[config.mk]
export PLATFORM = sky130hd
export DESIGN_NAME = serial_half_subtractor_unit
export DESIGN_NICKNAME = d
export VERILOG_FILES = /design/src/rtl/serial_half_subtractor_unit.sv
export SDC_FILE = /design/constraint.sdc
export NUM_CORES = 1
export LEC_CHECK = 0
export ABC_AREA = 1
export BUFFER_PORTS_ARGS = -buffer_cell sky130_fd_sc_hd__buf_2
export CAP_MARGIN = 20
export CORE_MARGIN = 2
export CORE_UTILIZATION = 38
export CTS_CLUSTER_SIZE = 25
export DETAILED_ROUTE_END_ITERATION = 6
export HOLD_SLACK_MARGIN = 0.03
export PLACE_DENSITY_LB_ADDON = 0.25
export SLEW_MARGIN = 20
export SYNTH_ARGS = -nofsm -noshare
export SYNTH_HDL_FRONTEND = slang
export SYNTH_SLANG_ARGS = --single-unit
[constraint.sdc]
create_clock -name clk -period 2.8 [get_ports clk]
set_clock_uncertainty 0.15 [all_clocks]
set_input_delay 0.14 -clock clk [delete_from_list [all_inputs] [get_ports clk]]
set_output_delay 0.14 -clock clk [all_outputs]
set_load 0.05 [all_outputs]
[src/rtl/serial_half_subtractor_unit.sv]
// rtl/serial_half_subtractor_unit.sv - bit-serial unsigned subtractor, diff = a - b, LSB first
//
// Ports:
//   clk         rising-edge clock
//   rst_n       synchronous active-low reset
//   start       operation request, honoured only while idle
//   a, b        minuend / subtrahend, captured when start is accepted
//   busy        high while bits are being processed
//   done        one-cycle pulse when diff / borrow_out have been updated
//   diff        (a - b) mod 2^WIDTH, held until the next completion or reset
//   borrow_out  1 iff a < b (unsigned)
module serial_half_subtractor_unit #(
    parameter int WIDTH = 8
) (
    input  logic             clk,
    input  logic             rst_n,
    input  logic             start,
    input  logic [WIDTH-1:0] a,
    input  logic [WIDTH-1:0] b,
    output logic             busy,
    output logic             done,
    output logic [WIDTH-1:0] diff,
    output logic             borrow_out
);

    localparam int CW = $clog2(WIDTH + 1);
    localparam logic [CW-1:0] LAST_BIT = CW'(WIDTH - 1);

    typedef enum logic [1:0] {
        IDLE = 2'd0,
        RUN  = 2'd1,
        DONE = 2'd2
    } state_t;

    state_t           state;
    logic [WIDTH-1:0] sa;
    logic [WIDTH-1:0] sb;
    logic [WIDTH-1:0] wr;
    logic [CW-1:0]    cnt;
    logic             br;

    // Single bit cell: operand LSBs plus the running borrow.
    logic             d0;
    logic             s0;
    logic             dbit;
    logic             br_next;
    logic [WIDTH-1:0] wr_next;

    always_comb begin
        d0      = sa[0];
        s0      = sb[0];
        dbit    = d0 ^ s0 ^ br;
        br_next = (~d0 & s0) | (~(d0 ^ s0) & br);
        // Result fills from the MSB end so after WIDTH shifts bit 0 sits at wr[0].
        wr_next = {dbit, wr[WIDTH-1:1]};
    end

    always_ff @(posedge clk) begin
        if (!rst_n) begin
            state      <= IDLE;
            sa         <= '0;
            sb         <= '0;
            wr         <= '0;
            cnt        <= '0;
            br         <= 1'b0;
            busy       <= 1'b0;
            done       <= 1'b0;
            diff       <= '0;
            borrow_out <= 1'b0;
        end else begin
            case (state)
                IDLE: begin
                    done <= 1'b0;
                    if (start) begin
                        sa    <= a;
                        sb    <= b;
                        br    <= 1'b0;
                        cnt   <= '0;
                        busy  <= 1'b1;
                        state <= RUN;
                    end
                end
                RUN: begin
                    wr  <= wr_next;
                    sa  <= {1'b0, sa[WIDTH-1:1]};
                    sb  <= {1'b0, sb[WIDTH-1:1]};
                    br  <= br_next;
                    cnt <= cnt + CW'(1);
                    // Final bit: publish the result directly from the bit cell so
                    // diff never exposes a partially shifted value.
                    if (cnt == LAST_BIT) begin
                        diff       <= wr_next;
                        borrow_out <= br_next;
                        done       <= 1'b1;
                        busy       <= 1'b0;
                        state      <= DONE;
                    end
                end
                DONE: begin
                    done  <= 1'b0;
                    state <= IDLE;
                end
                default: begin
                    busy  <= 1'b0;
                    done  <= 1'b0;
                    state <= IDLE;
                end
            endcase
        end
    end

endmodule

Yosys cells after proc, flatten, opt, wreduce, memory -nomap -nowiden
Index checks and enable logic that the tools add are counted.
- logic and storage cells: 45
- output and inout port bits: 11
- input bits: 19
- bits in registers: 42
- multiplexer cells: 14
- bitwise operators: 8
- $add $sub $neg: 1
- equality and inequality tests: 5
- reduce and logical (&&, ||, !) cells: 7
- operator list (operator ; number):
    $pmux 8 s2 ; 2
    $mux 8 ; 2
    $pmux 4 s2 ; 1
    $reduce_and 2->1 ; 4
    $add 4x1->4 const B ; 1
    $eq 4x3->1 const B ; 1
    $mux 2 ; 2
    $mux 4 ; 1
    $ne 2x2->1 const B ; 2
    $pmux 2 s2 ; 1
    $mux 1 ; 3
    $not 1->1 ; 3
    $pmux 1 s3 ; 1
    $reduce_and 3->1 ; 1
    $and 1x1->1 ; 2
    $eq 2x1->1 const B ; 1
    $eq 2x2->1 const B ; 1
    $logic_not 2->1 ; 1
    $pmux 1 s2 ; 1
    $reduce_bool 2->1 ; 1
    $xor 1x1->1 ; 2
    $or 1x1->1 ; 1

Depth between registers and ports, before layout
- depth in word-level cells: 5
- mapped depth: 8
- depth with buffers taken out: 6

Worst setup path before layout
OpenSTA, ideal clock, no wires.
- kind: reg-to-reg
- start point: register cnt[0]
- end point: register borrow_out
- required time: 2.530 ns
- slack: 1.447 ns
- buffers on the path: 1
- clock period less this slack: 1.353 ns
- stages on the path, launching flop included: 8
- library setup time: 0.120 ns
- arrival: 1.083 ns
- cells stage by stage: dfxtp_1 -> ha_1 -> nand3_1 -> nor2_4 -> buf_6 -> nand2_1 -> o21ai_0 -> nor2_1
- longest elaborated chain between the ends: 2
- RTL lines (element ; line ; source):
    start: declaration ; 39 ; logic [CW-1:0] cnt;
    start signal: assignment ; 88 ; cnt <= cnt + CW'(1);
    $eq 4x3->1 ; 91 ; if (cnt == LAST_BIT) begin
    $reduce_and 2->1 (no source line) ; n/a ;
    end signal: assignment ; 93 ; borrow_out <= br_next;
    end: declaration ; 23 ; output logic borrow_out
Every way passes these cells.
A chain may end at the register's enable or synchronous reset.

Worst setup path in the final report
- start point: register state[0]
- end point: register diff[6]
- longest elaborated chain between the ends: 2
- RTL lines (element ; line ; source):
    start: declaration ; 35 ; state_t state;
    start signal: assignment ; 60 ; state <= IDLE;
    start signal: assignment ; 80 ; state <= RUN;
    start signal: assignment ; 96 ; state <= DONE;
    $eq 2x1->1 ; 71 ; case (state)
    $reduce_and 2->1 (no source line) ; n/a ;
    end signal: assignment ; 92 ; diff <= wr_next;
    end: declaration ; 22 ; output logic [WIDTH-1:0] diff,
Every way passes these cells.

==> run metrics <==
status completed; effective utilization at floorplan 39.6%; RSZ-0062 raised after global routing false; CTS max path bufs 2; Critical Path RT 2.83 ns; startpoint types flip-flop; Iter 0 DRT Violations 46; Hold Path Class in2reg; ys async rst share 0%; vias per cell 4.69; post-cts resize count 0; Avg WL per Cell 11.5 um; met3 Use GR 4.78%; Gate power share 11.6%; post-synth top area share 47.6%; Layout Cells excl Fill 314; final net count 283; Switching Share 24.5%; filler cell count 462; Worst Hold End sa[0]; largest net degree at the start of global routing 30; Root Buffer Master clkbuf_8; # rows 24; fraction of layout cells with a size suffix above 1 20.6%; Int Pwr 0.930 mW; DIE AREA 0.00509 mm2; syn avg cell area 7.46 um2; Syn Nets 252; final setup vio count 0; Worst Reg-to-Reg Cells 5; CTS H-tree lvls 2; Post-Route WL 3600 um; CTS tree done; critical path peak fanout 29; io pins 30; NetSw 0.302 mW; overall routing resource usage 15.2%; Pwr per Cell Area 610 mW/mm2; DRC 0; CP endpoint kind flip-flop; dpl cells 302; met1 GRT Util 20.9%; worst-margin pin slew 0.522 ns; Clk pwr share 36.8%; Synth Cell Area 0.00172 mm2; routability congestion estimate 0.729; fin area 0.00202 mm2; Max-Cap Viols 0; area leader, netlist dfxtp_1; CP Class reg2reg; Post-Place Setup Slack 1.05 ns; Layout area overhead 17.3%; number of global-route vias before repair 1341; post-synthesis sequential area ratio 47.6%; length of the first detailed-routing pass in iterations 4; clk slew on worst S/H paths 0.08 ns; minimum clock period 1.75 ns; Cells after Synth 231; Placed Area 0.00187 mm2; FF/Latch Area 821 um2; Worst Hold Depth 5; synth warn 0; Yosys reg bits 41; Clk Latency, worst-skew pair 0.29 ns; # diodes 0; Vias 1473; IO buf count 29; final core occ 46.4%; Main synth FF type dfxtp_1; sequential group share of total power 51.6%; Antenna Violating Nets Remaining 0; relative slew slack 65.1%; Peak Freq 570 MHz; Leak 0.888 nW; count of final hold-check violations 0; data arrival time of the critical path 1.78 ns; Post-DP HPWL 2390 um; maximum VDD drop 0.289 mV; Max Slew Vio Count 0; gr ovfl total 0; post-CTS setup buffer count 0; synth cell count leaders 50 x nand2_1, 41 x dfxtp_1, 40 x nor2_1; CORE AREA 0.00435 mm2; r2r startpoint state[0]; largest cells by area after synthesis dfxtp_1 48%, nand2_1 11%, o21ai_0 9.3%; DIE HEIGHT 71.3 um; first-pass GRT wire length 6110 um; initial antenna violation count 0; Netlist cell types 21; number of synthesized flops with an enable pin 0; setup slack after layout 1.05 ns; Die Wd 71.3 um; Tcrit/Tclk final 62.6%; TritonCTS Buffers 5; total negative slack 0 ns; Crit Reg-Reg Endpoint diff[6]; CTS Sinks 41; hold path start a[0]; GRT met2 Usage 23.0%; multi-input logic area 761 um2; most common cell in the netlist nand2_1; busiest grt layer met2; # hold bufs at CTS 5; reg2reg setup slack 1.05 ns
==> layout make-up <==
type	instances	area share, %
Sequential cell	41	40.6
Timing Repair Buffer	36	10.4
Clock buffer	5	3.41
Multi-Input combinational cell	162	37.6
Clock inverter	2	1.73
Tap cell	52	3.22
Inverter	16	2.97
==> placed cells by master (no fill, tap or decap) <==
| master | instances |
|---|---|
| clkinv_2 | 1 |
| nand3_1 | 6 |
| nor2_1 | 40 |
| nand2_2 | 6 |
| a22oi_1 | 1 |
| nor2_4 | 1 |
| o21ai_1 | 2 |
| fa_1 | 1 |
| ha_1 | 1 |
| a21oi_2 | 5 |
| nor2_2 | 1 |
| nand2_1 | 50 |
| a21oi_1 | 15 |
| inv_1 | 14 |
| inv_2 | 2 |
| clkbuf_8 | 5 |
| buf_2 | 29 |
| buf_4 | 2 |
| o21ai_0 | 32 |
| dlygate4sd3_1 | 5 |
| dfxtp_1 | 41 |
| bufinv_16 | 1 |
| o21ai_2 | 1 |
==> worst max-delay path, cell delays in order (launching register included) <==
cell and delay [ns]:
dfxtp_1 0.40, nand2_2 0.34, nor2_4 0.40, inv_2 0.16, nor2_1 0.12, nor2_1 0.05
==> routing by layer <==
metal  up-vias  part of all wire (%)  wire length (um)
met3         5                   4.6               166
met5         -                     0                 0
met1       643                    51              1850
met4         0                  0.86                31
li1        799                     -                 -
met2        26                    43              1550
==> power by group through the flow <==
| stage | Sequential, mW | Clock [mW] | Combinational (mW) |
|---|---|---|---|
| after detailed placement | 0.649 | 0 | 0.139 |
| after global routing | 0.639 | 0.492 | 0.169 |
| after floorplan | 0.649 | 0 | 0.104 |
| after CTS | 0.636 | 0.465 | 0.145 |
| final | 0.636 | 0.453 | 0.143 |
| after global placement | 0.648 | 0 | 0.137 |
==> how the worst max path moves through the flow <==
stage	end	from	depth (start not counted)
final	diff[6]	state[0]	5
after floorplan	borrow_out	cnt[0]	7
after detailed placement	diff[3]	state[0]	5
after global placement	diff[1]	state[0]	5
after global routing	diff[3]	state[0]	5
after CTS	diff[6]	state[0]	5
==> state kept, by name, indices dropped and copies added, names as in the netlist <==
signal      cells
borrow_out      1
br              1
busy            1
cnt             4
diff            8
done            1
sa              8
sb              8
state           2
wr              7
==> metrics by stage <==
step,hold WS [ns],total power [mW]
finish,0.0306,1.23
detailed placement,0.272,0.788
floorplan,0.155,0.753
CTS,0.0305,1.25
global placement,0.269,0.786
global route,0.0471,1.30
==> cell families (layout without fill, tap and decap cells) <==
kind of cell,after synthesis,after routing,synth area share (%)
AOI/OAI and AO/OA,56,56,17.7
adders and majority gates,2,2,1.89
buffers and inverters,28,59,8.21
DFF,41,41,47.6
and+or+nand+nor,104,104,24.5
Note: power is estimated with default switching activity, not from simulation.
